<file path="src/rtl/poly_control.sv">
// poly_control -- sequencer for the 16-bit polynomial datapath (X, S, H
// registers, three operand muxes, one add/multiply ALU).
//
// Mode 0 evaluates S = A*X^2 + B*X + C in Horner form:
//   S = ((A*X) + B)*X + C
// Mode 1 evaluates S = (X + A)*(X + B):
//   H = X + A ; S = X + B ; S = H*S
//
// Handshake: start is sampled only while idle (busy=0, done=0). The edge
// that sees start=1 in IDLE accepts the request and latches mode. busy is
// high from the next cycle through the last compute cycle. done is a
// one-cycle pulse, with busy low, in the cycle where S holds the result.
// A start seen in any other state, DONE included, is dropped. A start held
// high restarts after exactly one IDLE cycle.
//
// Ports:
//   clk          rising-edge clock shared with the datapath
//   rst_n        synchronous active-low reset
//   start        request a computation (IDLE only)
//   mode         0: A*X^2+B*X+C, 1: (X+A)*(X+B); latched with start
//   load_x       load X from the external operand
//   load_s       load S from the ALU result
//   load_h       load H from the ALU result
//   H            ALU op: 0 = add, 1 = multiply (low 16 bits)
//   sel_m0       operand mux: 01 = A, 10 = B, 11 = C (00 never driven)
//   sel_m1       ALU port a: 00 = m0, 01 = X, 10 = S, 11 = H
//   sel_m2       ALU port b: 00 = X, 01 = m0, 10 = S, 11 = H
//   busy         run in progress
//   done         result valid in S this cycle
//   dbg_state_o  current FSM state encoding, for observation only
//
// Every output is decoded from the state register alone (Moore), so there
// is no combinational path from start or mode to the datapath controls.

module poly_control (
  input  logic       clk,
  input  logic       rst_n,
  input  logic       start,
  input  logic       mode,
  output logic       load_x,
  output logic       load_s,
  output logic       load_h,
  output logic       H,
  output logic [1:0] sel_m0,
  output logic [1:0] sel_m1,
  output logic [1:0] sel_m2,
  output logic       busy,
  output logic       done,
  output logic [3:0] dbg_state_o
);

  typedef enum logic [3:0] {
    S_IDLE  = 4'd0,
    S_LDX   = 4'd1,
    S_AX    = 4'd2,
    S_ADDB  = 4'd3,
    S_MULX  = 4'd4,
    S_ADDC  = 4'd5,
    S_HXA   = 4'd6,
    S_SXB   = 4'd7,
    S_MULHS = 4'd8,
    S_DONE  = 4'd9
  } state_e;

  // Mux encodings, named so the state table below reads like the datapath.
  localparam logic [1:0] M0_A = 2'b01;
  localparam logic [1:0] M0_B = 2'b10;
  localparam logic [1:0] M0_C = 2'b11;

  localparam logic [1:0] M1_M0 = 2'b00;
  localparam logic [1:0] M1_X  = 2'b01;
  localparam logic [1:0] M1_S  = 2'b10;
  localparam logic [1:0] M1_H  = 2'b11;

  localparam logic [1:0] M2_X  = 2'b00;
  localparam logic [1:0] M2_M0 = 2'b01;
  localparam logic [1:0] M2_S  = 2'b10;

  localparam logic OP_ADD = 1'b0;
  localparam logic OP_MUL = 1'b1;

  state_e state_q, state_d;
  logic   mode_q, mode_d;

  // State and latched mode register.
  always_ff @(posedge clk) begin
    if (!rst_n) begin
      state_q <= S_IDLE;
      mode_q  <= 1'b0;
    end else begin
      state_q <= state_d;
      mode_q  <= mode_d;
    end
  end

  // Next-state logic. mode is captured only on the accepting edge, so it
  // may change freely while a run is in flight.
  always_comb begin
    state_d = S_IDLE;
    mode_d  = mode_q;
    case (state_q)
      S_IDLE: begin
        if (start) begin
          state_d = S_LDX;
          mode_d  = mode;
        end else begin
          state_d = S_IDLE;
        end
      end
      S_LDX:   state_d = mode_q ? S_HXA : S_AX;
      S_AX:    state_d = S_ADDB;
      S_ADDB:  state_d = S_MULX;
      S_MULX:  state_d = S_ADDC;
      S_ADDC:  state_d = S_DONE;
      S_HXA:   state_d = S_SXB;
      S_SXB:   state_d = S_MULHS;
      S_MULHS: state_d = S_DONE;
      S_DONE:  state_d = S_IDLE;
      // Unused encodings fall back to IDLE.
      default: state_d = S_IDLE;
    endcase
  end

  // Output decode. The defaults are the IDLE outputs; sel_m0 defaults to A
  // so it can never select the forbidden self-feedback input.
  always_comb begin
    load_x = 1'b0;
    load_s = 1'b0;
    load_h = 1'b0;
    H      = OP_ADD;
    sel_m0 = M0_A;
    sel_m1 = M1_M0;
    sel_m2 = M2_X;
    busy   = 1'b0;
    done   = 1'b0;
    case (state_q)
      S_IDLE: begin
      end
      S_LDX: begin
        load_x = 1'b1;
        busy   = 1'b1;
      end
      // S = A * X
      S_AX: begin
        load_s = 1'b1;
        H      = OP_MUL;
        sel_m0 = M0_A;
        sel_m1 = M1_M0;
        sel_m2 = M2_X;
        busy   = 1'b1;
      end
      // S = S + B
      S_ADDB: begin
        load_s = 1'b1;
        H      = OP_ADD;
        sel_m0 = M0_B;
        sel_m1 = M1_S;
        sel_m2 = M2_M0;
        busy   = 1'b1;
      end
      // S = S * X
      S_MULX: begin
        load_s = 1'b1;
        H      = OP_MUL;
        sel_m0 = M0_B;
        sel_m1 = M1_S;
        sel_m2 = M2_X;
        busy   = 1'b1;
      end
      // S = S + C
      S_ADDC: begin
        load_s = 1'b1;
        H      = OP_ADD;
        sel_m0 = M0_C;
        sel_m1 = M1_S;
        sel_m2 = M2_M0;
        busy   = 1'b1;
      end
      // H = X + A
      S_HXA: begin
        load_h = 1'b1;
        H      = OP_ADD;
        sel_m0 = M0_A;
        sel_m1 = M1_X;
        sel_m2 = M2_M0;
        busy   = 1'b1;
      end
      // S = X + B
      S_SXB: begin
        load_s = 1'b1;
        H      = OP_ADD;
        sel_m0 = M0_B;
        sel_m1 = M1_X;
        sel_m2 = M2_M0;
        busy   = 1'b1;
      end
      // S = H * S
      S_MULHS: begin
        load_s = 1'b1;
        H      = OP_MUL;
        sel_m0 = M0_A;
        sel_m1 = M1_H;
        sel_m2 = M2_S;
        busy   = 1'b1;
      end
      S_DONE: begin
        done = 1'b1;
      end
      default: begin
      end
    endcase
  end

  assign dbg_state_o = state_q;

endmodule

</file>
<file path="config.mk">
export PLATFORM = sky130hd
export DESIGN_NAME = poly_control
export DESIGN_NICKNAME = d
export VERILOG_FILES = /design/src/rtl/poly_control.sv
export SDC_FILE = /design/constraint.sdc
export NUM_CORES = 1
export LEC_CHECK = 0
export BUFFER_PORTS_ARGS = -buffer_cell sky130_fd_sc_hd__buf_2
export CAP_MARGIN = 10
export CORE_AREA = 3 3 40 42
export DETAILED_ROUTE_END_ITERATION = 16
export DIE_AREA = 0 0 43 45
export SYNTH_ARGS = -nofsm -noshare
export SYNTH_HDL_FRONTEND = slang
export SYNTH_SLANG_ARGS = --single-unit
</file>
<file path="constraint.sdc">
create_clock -name clk -period 1.2 [get_ports clk]
set_input_delay 0.06 -clock clk [delete_from_list [all_inputs] [get_ports clk]]
set_output_delay 0.06 -clock clk [all_outputs]
set_load 0.05 [all_outputs]
</file>
==> flow_metrics.py, run 1 <==
metrics = {
    "synth": {
        "ys_ff_latch": 5,
        "synth_top_area_share_pct": 25.1,
        "yosys.area.top_type": "dfxtp_1",
        "synth.distinct_cells": 26,
        "syn_inst": 51,
        "synthesis.area_sq_um": 399,
        "ys.warnings.count": 0,
        "synth_edf_count": 0,
        "syn-mean-instance-area_sq_um": 7.83,
        "ys_seq_area_share_pct": 25.1,
        "syn_nets": 55,
        "async_reset_ff_share_pct": 0,
        "synthTopCellsByCount": "6 x a21oi_1, 6 x nand2b_1, 5 x dfxtp_1, 4 x nor2_1",
        "synth_flop_cell": "dfxtp_1",
        "synthTopCellsByArea": "dfxtp_1 25%, nand2b_1 9.4%, a21oi_1 7.5%",
    },
    "floorplanning": {
        "rows": 13,
        "die_h_microns": 45,
        "die_w_microns": 43,
        "io-pin-count": 20,
        "dieArea_sq_mm": 0.00194,
        "initial_core_util_pct": 31.1,
        "core_area_sq_mm": 0.00128,
    },
    "clock_network": {
        "cts.clk_slew.worst_paths_ns": 0.04,
        "root_buffer": "clkbuf_4",
        "cts.sinks": 5,
        "insertion_delay_ns": 0.24,
        "cts_tree": "done",
        "cts_hold_buf": 0,
        "h-tree-depth": 1,
        "numCtsBuffers": 3,
        "clk_path_buf_depth": 2,
    },
    "route": {
        "first_pass_iters": 3,
        "num_vias": 551,
        "post_drt_wl_per_cell_microns": 12.8,
        "viasPerCell": 4.92,
        "drt_iter0_markers": 2,
        "drtAntennaViolNets": 0,
        "drcViolationCount": 0,
        "routed_wirelength_microns": 1430,
    },
    "run_status": {
        "violations": "setup timing",
        "outcome": "complete, but fails checks",
    },
    "power": {
        "seq_power_share_pct": 20.0,
        "comb_power_share_pct": 61.2,
        "power_switching_share_pct": 42.7,
        "ir_worst_vdd_mv": 0.850,
        "p_leak_nw": 0.442,
        "power_w": 0.00104,
        "cellPowerDensity_mw_per_mm2": 1040,
        "power_frac_clock_pct": 18.7,
        "switchingPower_w": 0.000446,
        "p_int_w": 0.000599,
    },
    "global_routing": {
        "overflow": 0,
        "antenna_found_initial": 0,
        "grt_pass1_vias": 525,
        "grt.total_usage_pct": 15.8,
        "grt_max_degree": 12,
        "grt_pass1_wl_microns": 2300,
    },
    "place": {
        "place_congestion": 0.675,
        "dp_hpwl_microns": 923,
        "dp_slack_ns": -0.0515,
        "placed_cell_area_sq_um": 731,
        "dp.cells": 97,
        "io_buffers": 19,
    },
    "job": {
        "maxCapViolCount": 0,
    },
    "timing": {
        "tns_ns": -1.89,
        "rsz0062_at_grt": "true",
        "hold_violations": 0,
        "min_period_over_period_pct": 117,
        "setup_viol_count_final": 13,
        "worstMarginPinSlew_ns": 0.335,
        "slew_violations": 0,
        "min_period_ns": 1.41,
        "fin_ws_ns": -0.210,
        "fin_skew_ns": 0.00357,
        "timing.fmax_mhz": 709,
        "maxSlewHeadroom_pct": 77.6,
    },
    "setup_path": {
        "max_stage_delay_ns": 0.39,
        "crit_type": "reg2out",
        "critPathLaunchType": "flip-flop",
        "slowest_stage": "nor4b_4",
        "cp.arrival_ns": 1.35,
        "timing.critical_path.required_ns": 1.14,
        "end_kind": "output port",
        "critical_path_peak_fanout": 5,
        "path_cells": "nor4b_4 > o21bai_4 > buf_6",
    },
    "layout": {
        "finalNetCount": 102,
        "finalNonFillerCells": 112,
        "area_delta_synth_final_pct": 152,
        "diodes": 0,
        "drive_above_1_share_pct": 79.4,
        "final_area_sq_mm": 0.00101,
        "n_fill_cell": 85,
    },
    "hold_path": {
        "hold_path_class": "in2reg",
    },
}
[critical path, delay by kind of cell (launching register included)]
kind                   cells  cell delay (ns)
AO/OA/AOI/OAI              1             0.19
AND/OR/NAND/NOR            1             0.39
flip-flops                 1             0.36
buffers and inverters      1             0.17
[sequential cells by signal, indices dropped and copies added (netlist names)]
| register | cells |
|---|---|
| mode_q | 1 |
| dbg_state_o | 4 |
[final cells by class]
type / count / area [sq um] / area share (%)
Inverter: 2 / 7.51 / 0.746
Clock buffer: 4 / 26.3 / 2.61
Tap cell: 15 / 18.8 / 1.87
Multi-Input combinational cell: 40 / 423 / 42.0
Sequential cell: 5 / 115 / 11.4
Timing Repair Buffer: 46 / 415 / 41.3
[routing by layer]
metal	track usage (%)	vias up	part of all wire [%]
met4	9.04	0	1.0
met5	0	-	0
met3	2.39	2	3.7
li1	-	277	-
met2	26.3	14	55
met1	19.6	258	40
[power by group through the flow]
stage | clock network (W) | logic, W | registers [W]
final | 0.000196 | 0.000639 | 0.000209
after global routing | 0.000220 | 0.000674 | 0.000211
after CTS | 0.000208 | 0.000578 | 0.000213
after detailed placement | 0 | 0.000462 | 0.000215
after global placement | 0 | 0.000458 | 0.000215
after floorplan | 0 | 0.000318 | 0.000243
[placed cells by master (no fill, tap or decap), drive strengths merged]
cell type	count
xor2	1
o31a	1
o21a	1
nand2	3
dfxtp	5
inv	2
o21ai	3
buf	46
nor3	2
a21oi	6
nor4	1
nor4b	1
nand2b	6
a21boi	2
a41o	1
a21o	1
nor2b	2
clkbuf	4
a22oi	1
o21bai	1
nor2	4
o211ai	1
o31ai	1
nor3b	1
[metrics by stage]
step | hold slack (ns) | utilization (%)
global placement | 0.298 | 56.9
floorplan | 0.187 | -
detailed placement | 0.304 | 56.9
global route | 0.0545 | 78.3
CTS | 0.0467 | 72.0
finish | 0.0553 | 78.3
[kinds of logic (layout without fill, tap and decap cells)]
kind of cell,after synthesis,after routing,share of synthesized area (%)
AO/OA/AOI/OAI,19,19,31.0
XOR/XNOR,1,1,2.19
buffers and inverters,6,52,9.09
flip-flops,5,5,25.1
AND/OR/NAND/NOR,20,20,32.6
[timing repair]
| action | 4_1_cts | 5_1_grt |
|---|---|---|
| pin swaps | 5 | 5 |
| endpoints found under the setup margin | 13 | 16 |
| resized for setup | 41 | 10 |
| setup buffers | 5 | 6 |
[path summary, 6_finish.rpt]
| kind | startpoint | end | slack [ns] | cells past startpoint |
|---|---|---|---|---|
| worst max register to register | dbg_state_o[1] | mode_q | -0.07 | 5 |
| worst min-delay path | mode | mode_q | 0.06 | 2 |
| worst max-delay path | dbg_state_o[2] | load_s | -0.21 | 3 |
| worst min register to register | mode_q | dbg_state_o[2] | 0.57 | 2 |
Power figures use the tool's default switching activity.
==> run 2, diff against run 1 <==
--- a/config.mk
+++ b/config.mk
@@ -10,6 +10,7 @@
 export CORE_AREA = 3 3 40 42
 export DETAILED_ROUTE_END_ITERATION = 16
 export DIE_AREA = 0 0 43 45
+export PLACE_DENSITY_LB_ADDON = 0.05
 export SYNTH_ARGS = -nofsm -noshare
 export SYNTH_HDL_FRONTEND = slang
 export SYNTH_SLANG_ARGS = --single-unit
==> flow_metrics.py, run 2 (synthesized netlist as in run 1, its figures left out) <==
metrics = {
    "setup_path": {
        "crit_type": "reg2out",
        "slowest_stage": "nor4b_4",
        "path_cells": "nor4b_4 > a21oi_2 > o31ai_4 > buf_6",
        "cp.arrival_ns": 1.35,
        "critical_path_peak_fanout": 5,
        "critPathTopFamily": "simple AND/OR/NAND/NOR gates",
        "end_kind": "output port",
        "max_stage_delay_ns": 0.37,
        "critPathLaunchType": "flip-flop",
        "timing.critical_path.required_ns": 1.14,
        "cp.buffers_inverters": 1,
    },
    "layout": {
        "layout_commonest_cell": "buf_6",
        "drive_above_1_share_pct": 79.6,
        "largest_reg_flops": 4,
        "area_delta_synth_final_pct": 151,
        "mostFrequentLayoutCells": "15 x buf_6, 14 x buf_4, 7 x buf_2",
        "diodes": 0,
        "n_fill_cell": 80,
        "finalNetCount": 98,
    },
    "clock_network": {
        "cts_hold_buf": 0,
        "cts_tree": "done",
        "cts.sinks": 5,
        "clk_path_buf_depth": 2,
        "cts.clk_slew.worst_paths_ns": 0.04,
        "insertion_delay_ns": 0.24,
        "h-tree-depth": 1,
        "root_buffer": "clkbuf_4",
        "numCtsBuffers": 3,
    },
    "route": {
        "viasPerCell": 4.81,
        "post_drt_wl_per_cell_microns": 13.6,
        "num_vias": 519,
        "drtAntennaViolNets": 0,
        "first_pass_iters": 4,
        "drcViolationCount": 0,
        "routed_wirelength_microns": 1470,
        "drt_iter0_markers": 3,
    },
    "place": {
        "dp_hpwl_microns": 924,
        "place_congestion": 0.697,
        "io_buffers": 19,
    },
    "global_routing": {
        "antenna_found_initial": 0,
        "grt.total_usage_pct": 15.2,
        "grt_pass1_wl_microns": 2200,
        "grt_pass1_vias": 514,
        "grt_max_degree": 11,
        "overflow": 0,
    },
    "power": {
        "cellPowerDensity_mw_per_mm2": 1030,
        "power_w": 0.00104,
        "ir_worst_vdd_mv": 0.716,
        "p_leak_nw": 0.437,
    },
    "timing": {
        "slew_violations": 0,
        "fin_skew_ns": 0.000172,
        "hold_violations": 0,
        "worstMarginPinSlew_ns": 0.322,
        "fin_ws_ns": -0.207,
        "rsz0062_at_grt": "true",
        "maxSlewHeadroom_pct": 78.4,
        "setup_viol_count_final": 13,
        "timing.fmax_mhz": 711,
        "hold_ws_ns": 0.0786,
        "min_period_over_period_pct": 117,
        "min_period_ns": 1.41,
    },
    "floorplanning": {
        "dieArea_sq_mm": 0.00194,
        "rows": 13,
        "initial_core_util_pct": 31.1,
        "core_area_sq_mm": 0.00128,
        "die_h_microns": 45,
        "die_w_microns": 43,
        "io-pin-count": 20,
    },
    "run_status": {
        "violations": "setup timing",
        "outcome": "complete, but fails checks",
    },
    "hold_path": {
        "hold_path_class": "in2reg",
    },
    "job": {
        "maxCapViolCount": 0,
    },
}
[run 2: final timing paths]
kind / from / endpoint / slack, ns / cells after the start
worst min register to register: mode_q / dbg_state_o[2] / 0.58 / 2
worst max-delay path: dbg_state_o[2] / sel_m1[1] / -0.21 / 4
worst min-delay path: mode / mode_q / 0.08 / 2
worst max register to register: dbg_state_o[2] / dbg_state_o[3] / -0.02 / 5
[run 2: area by class of cell]
cell class / instances / area [sq um] / share of cell area [%]
timing repair buffer: 42 / 399 / 39.8
sequential: 5 / 115 / 11.5
multi-input combinational: 40 / 437 / 43.5
tap: 15 / 18.8 / 1.87
clock buffer: 4 / 26.3 / 2.62
inverter: 2 / 7.51 / 0.748
[run 2: power by group]
group / internal, W / switching [W]
Combinational: 0.000281 / 0.000346
Clock: 0.000126 / 0.0000692
Sequential: 0.000180 / 0.0000336
Total: 0.000587 / 0.000448
[run 2: stage by stage]
stage / setup slack, ns / cell area (sq um) / cells / TNS [ns] / util [%]
after floorplan: -0.410 / 538 / 51 / -2.02 / -
after global placement: -0.0466 / 731 / 97 / -0.128 / 56.9
after detailed placement: -0.0654 / 731 / 97 / -0.181 / 56.9
after CTS: -0.220 / 956 / 108 / -1.99 / 74.4
after global routing: -0.276 / 1000 / 108 / -2.57 / 78.1
final: -0.207 / 1000 / 108 / -1.64 / 78.1
[run 2: layer usage]
| metal | GRT usage [%] | up-vias | wire length (microns) |
|---|---|---|---|
| li1 | - | 265 | - |
| met1 | 18.2 | 243 | 617 |
| met2 | 26.6 | 11 | 817 |
| met3 | 2.39 | 0 | 34 |
| met4 | 7.23 | 0 | 0 |
| met5 | 0 | - | 0 |
[run 2: worst register-to-register path, stage by stage (launching register included)]
cell     delay, ns
dfxtp_4       0.36
nor4b_4       0.37
buf_4         0.19
buf_6         0.09
a21oi_2       0.02
nor2b_1       0.11
[run 2: what timing repair did]
action | 4_1_cts | 5_1_grt
gates resized for setup | 43 | 12
endpoints found under the setup margin | 12 | 15
pin swaps | 3 | 7
buffers inserted | 7 | 1
==> run 3, diff against run 2 <==
--- a/config.mk
+++ b/config.mk
@@ -11,6 +11,7 @@
 export DETAILED_ROUTE_END_ITERATION = 16
 export DIE_AREA = 0 0 43 45
 export PLACE_DENSITY_LB_ADDON = 0.05
+export SETUP_SLACK_MARGIN = 0.3
 export SYNTH_ARGS = -nofsm -noshare
 export SYNTH_HDL_FRONTEND = slang
 export SYNTH_SLANG_ARGS = --single-unit
==> flow_metrics.py, run 3 (synthesized netlist as in run 1, its figures left out) <==
metrics = {
    "clock_network": {
        "h-tree-depth": 1,
        "cts.sinks": 5,
        "cts.clk_slew.worst_paths_ns": 0.04,
        "insertion_delay_ns": 0.24,
        "numCtsBuffers": 3,
        "cts_hold_buf": 0,
        "root_buffer": "clkbuf_4",
        "cts_tree": "done",
        "clk_path_buf_depth": 2,
    },
    "route": {
        "drcViolationCount": 0,
        "viasPerCell": 5.18,
        "first_pass_iters": 2,
        "drt_iter0_markers": 2,
        "post_drt_wl_per_cell_microns": 14.2,
        "drtAntennaViolNets": 0,
        "routed_wirelength_microns": 1520,
        "num_vias": 554,
    },
    "global_routing": {
        "grt_pass1_vias": 547,
        "antenna_found_initial": 0,
        "grt_max_degree": 9,
        "grt.total_usage_pct": 17.8,
        "grt_pass1_wl_microns": 2590,
        "overflow": 0,
    },
    "layout": {
        "multi_input_area_sq_um": 430,
        "drive_above_1_share_pct": 77.2,
        "layout_commonest_cell": "buf_4",
        "finalNetCount": 97,
        "area_delta_synth_final_pct": 153,
        "final_area_sq_mm": 0.00101,
        "finalNonFillerCells": 107,
        "largest_reg_flops": 4,
        "n_fill_cell": 83,
        "utilization_pct": 78.7,
        "regArea_sq_um": 115,
        "mostFrequentLayoutCells": "15 x buf_4, 14 x buf_6, 8 x buf_8",
        "diodes": 0,
    },
    "timing": {
        "setup_viol_count_final": 13,
        "slew_violations": 0,
        "min_period_over_period_pct": 119,
        "rsz0062_at_grt": "true",
        "fin_ws_ns": -0.231,
        "min_period_ns": 1.43,
        "tns_ns": -1.84,
        "hold_violations": 0,
        "fin_skew_ns": 0.000571,
        "timing.fmax_mhz": 699,
        "maxSlewHeadroom_pct": 77.8,
        "worstMarginPinSlew_ns": 0.332,
    },
    "power": {
        "cellPowerDensity_mw_per_mm2": 1040,
        "ir_worst_vdd_mv": 0.717,
        "power_w": 0.00105,
        "p_leak_nw": 0.433,
    },
    "floorplanning": {
        "rows": 13,
        "die_h_microns": 45,
        "io-pin-count": 20,
        "die_w_microns": 43,
        "dieArea_sq_mm": 0.00194,
        "initial_core_util_pct": 31.1,
        "core_area_sq_mm": 0.00128,
    },
    "place": {
        "io_buffers": 19,
        "dp_hpwl_microns": 968,
        "dp.cells": 99,
        "place_congestion": 0.728,
        "placed_cell_area_sq_um": 773,
    },
    "setup_path": {
        "critical_path_peak_fanout": 7,
        "cp.arrival_ns": 1.37,
        "path_cells": "nor2b_1 > buf_4 > a21oi_2 > o31ai_4 > buf_6",
        "max_stage_delay_ns": 0.37,
        "critPathLaunchType": "flip-flop",
        "crit_type": "reg2out",
        "timing.critical_path.required_ns": 1.14,
        "end_kind": "output port",
        "slowest_stage": "dfxtp_4",
    },
    "run_status": {
        "outcome": "complete, but fails checks",
        "violations": "setup timing",
    },
    "job": {
        "maxCapViolCount": 0,
    },
    "hold_path": {
        "hold_path_class": "in2reg",
    },
}
-- run 3: critical path, delay by kind of cell, from the launching register on --
family	cells	cell delay (ns)
buffers and inverters	2	0.31
AOI/OAI and AO/OA	2	0.31
DFF	1	0.37
and+or+nand+nor	1	0.13
-- run 3: final cells by class --
| type | instances | area share (%) |
|---|---|---|
| multi-input combinational | 40 | 42.6 |
| inverter | 2 | 0.990 |
| tap | 15 | 1.86 |
| timing repair buffer | 41 | 40.6 |
| sequential | 5 | 11.4 |
| clock buffer | 4 | 2.60 |
-- run 3: worst paths after layout --
kind	slack [ns]	endpoint	depth (start not counted)	from
worst max register to register	-0.08	dbg_state_o[0]	5	dbg_state_o[2]
worst max-delay path	-0.23	sel_m1[1]	5	dbg_state_o[2]
worst min register to register	0.59	dbg_state_o[2]	2	mode_q
worst min-delay path	0.06	mode_q	2	mode
-- run 3: metrics by stage --
| step | hold WS [ns] | worst slack (ns) |
|---|---|---|
| 2_1_floorplan | 0.187 | -0.410 |
| 3_3_place_gp | 0.297 | -0.0396 |
| 3_5_place_dp | 0.305 | -0.0563 |
| 4_1_cts | 0.0609 | -0.213 |
| 5_1_grt | 0.0905 | -0.331 |
| 6_report | 0.0635 | -0.231 |
-- run 3: report_power, final --
group | internal [W] | total (W) | switching [W] | leakage [nW]
sequential | 0.000180 | 0.000216 | 0.0000352 | 0.0438
clock | 0.000125 | 0.000190 | 0.0000648 | 0.0150
combinational | 0.000293 | 0.000642 | 0.000349 | 0.374
total | 0.000599 | 0.00105 | 0.000449 | 0.433
-- run 3: metal layers --
layer  global-route usage (%)  vias to the layer above  routed length [microns]
met1                     19.3                      264                      561
li1                         -                      268                        -
met2                     34.4                       16                      863
met3                     2.79                        6                       51
met5                        0                        -                        0
met4                     7.23                        0                       41
-- run 3: what timing repair did --
| item | 4_1_cts | 5_1_grt |
|---|---|---|
| pin swaps | 6 | 5 |
| endpoints found under the setup margin | 21 | 21 |
| gates resized for setup | 48 | 5 |
| setup buffers | 3 | 1 |
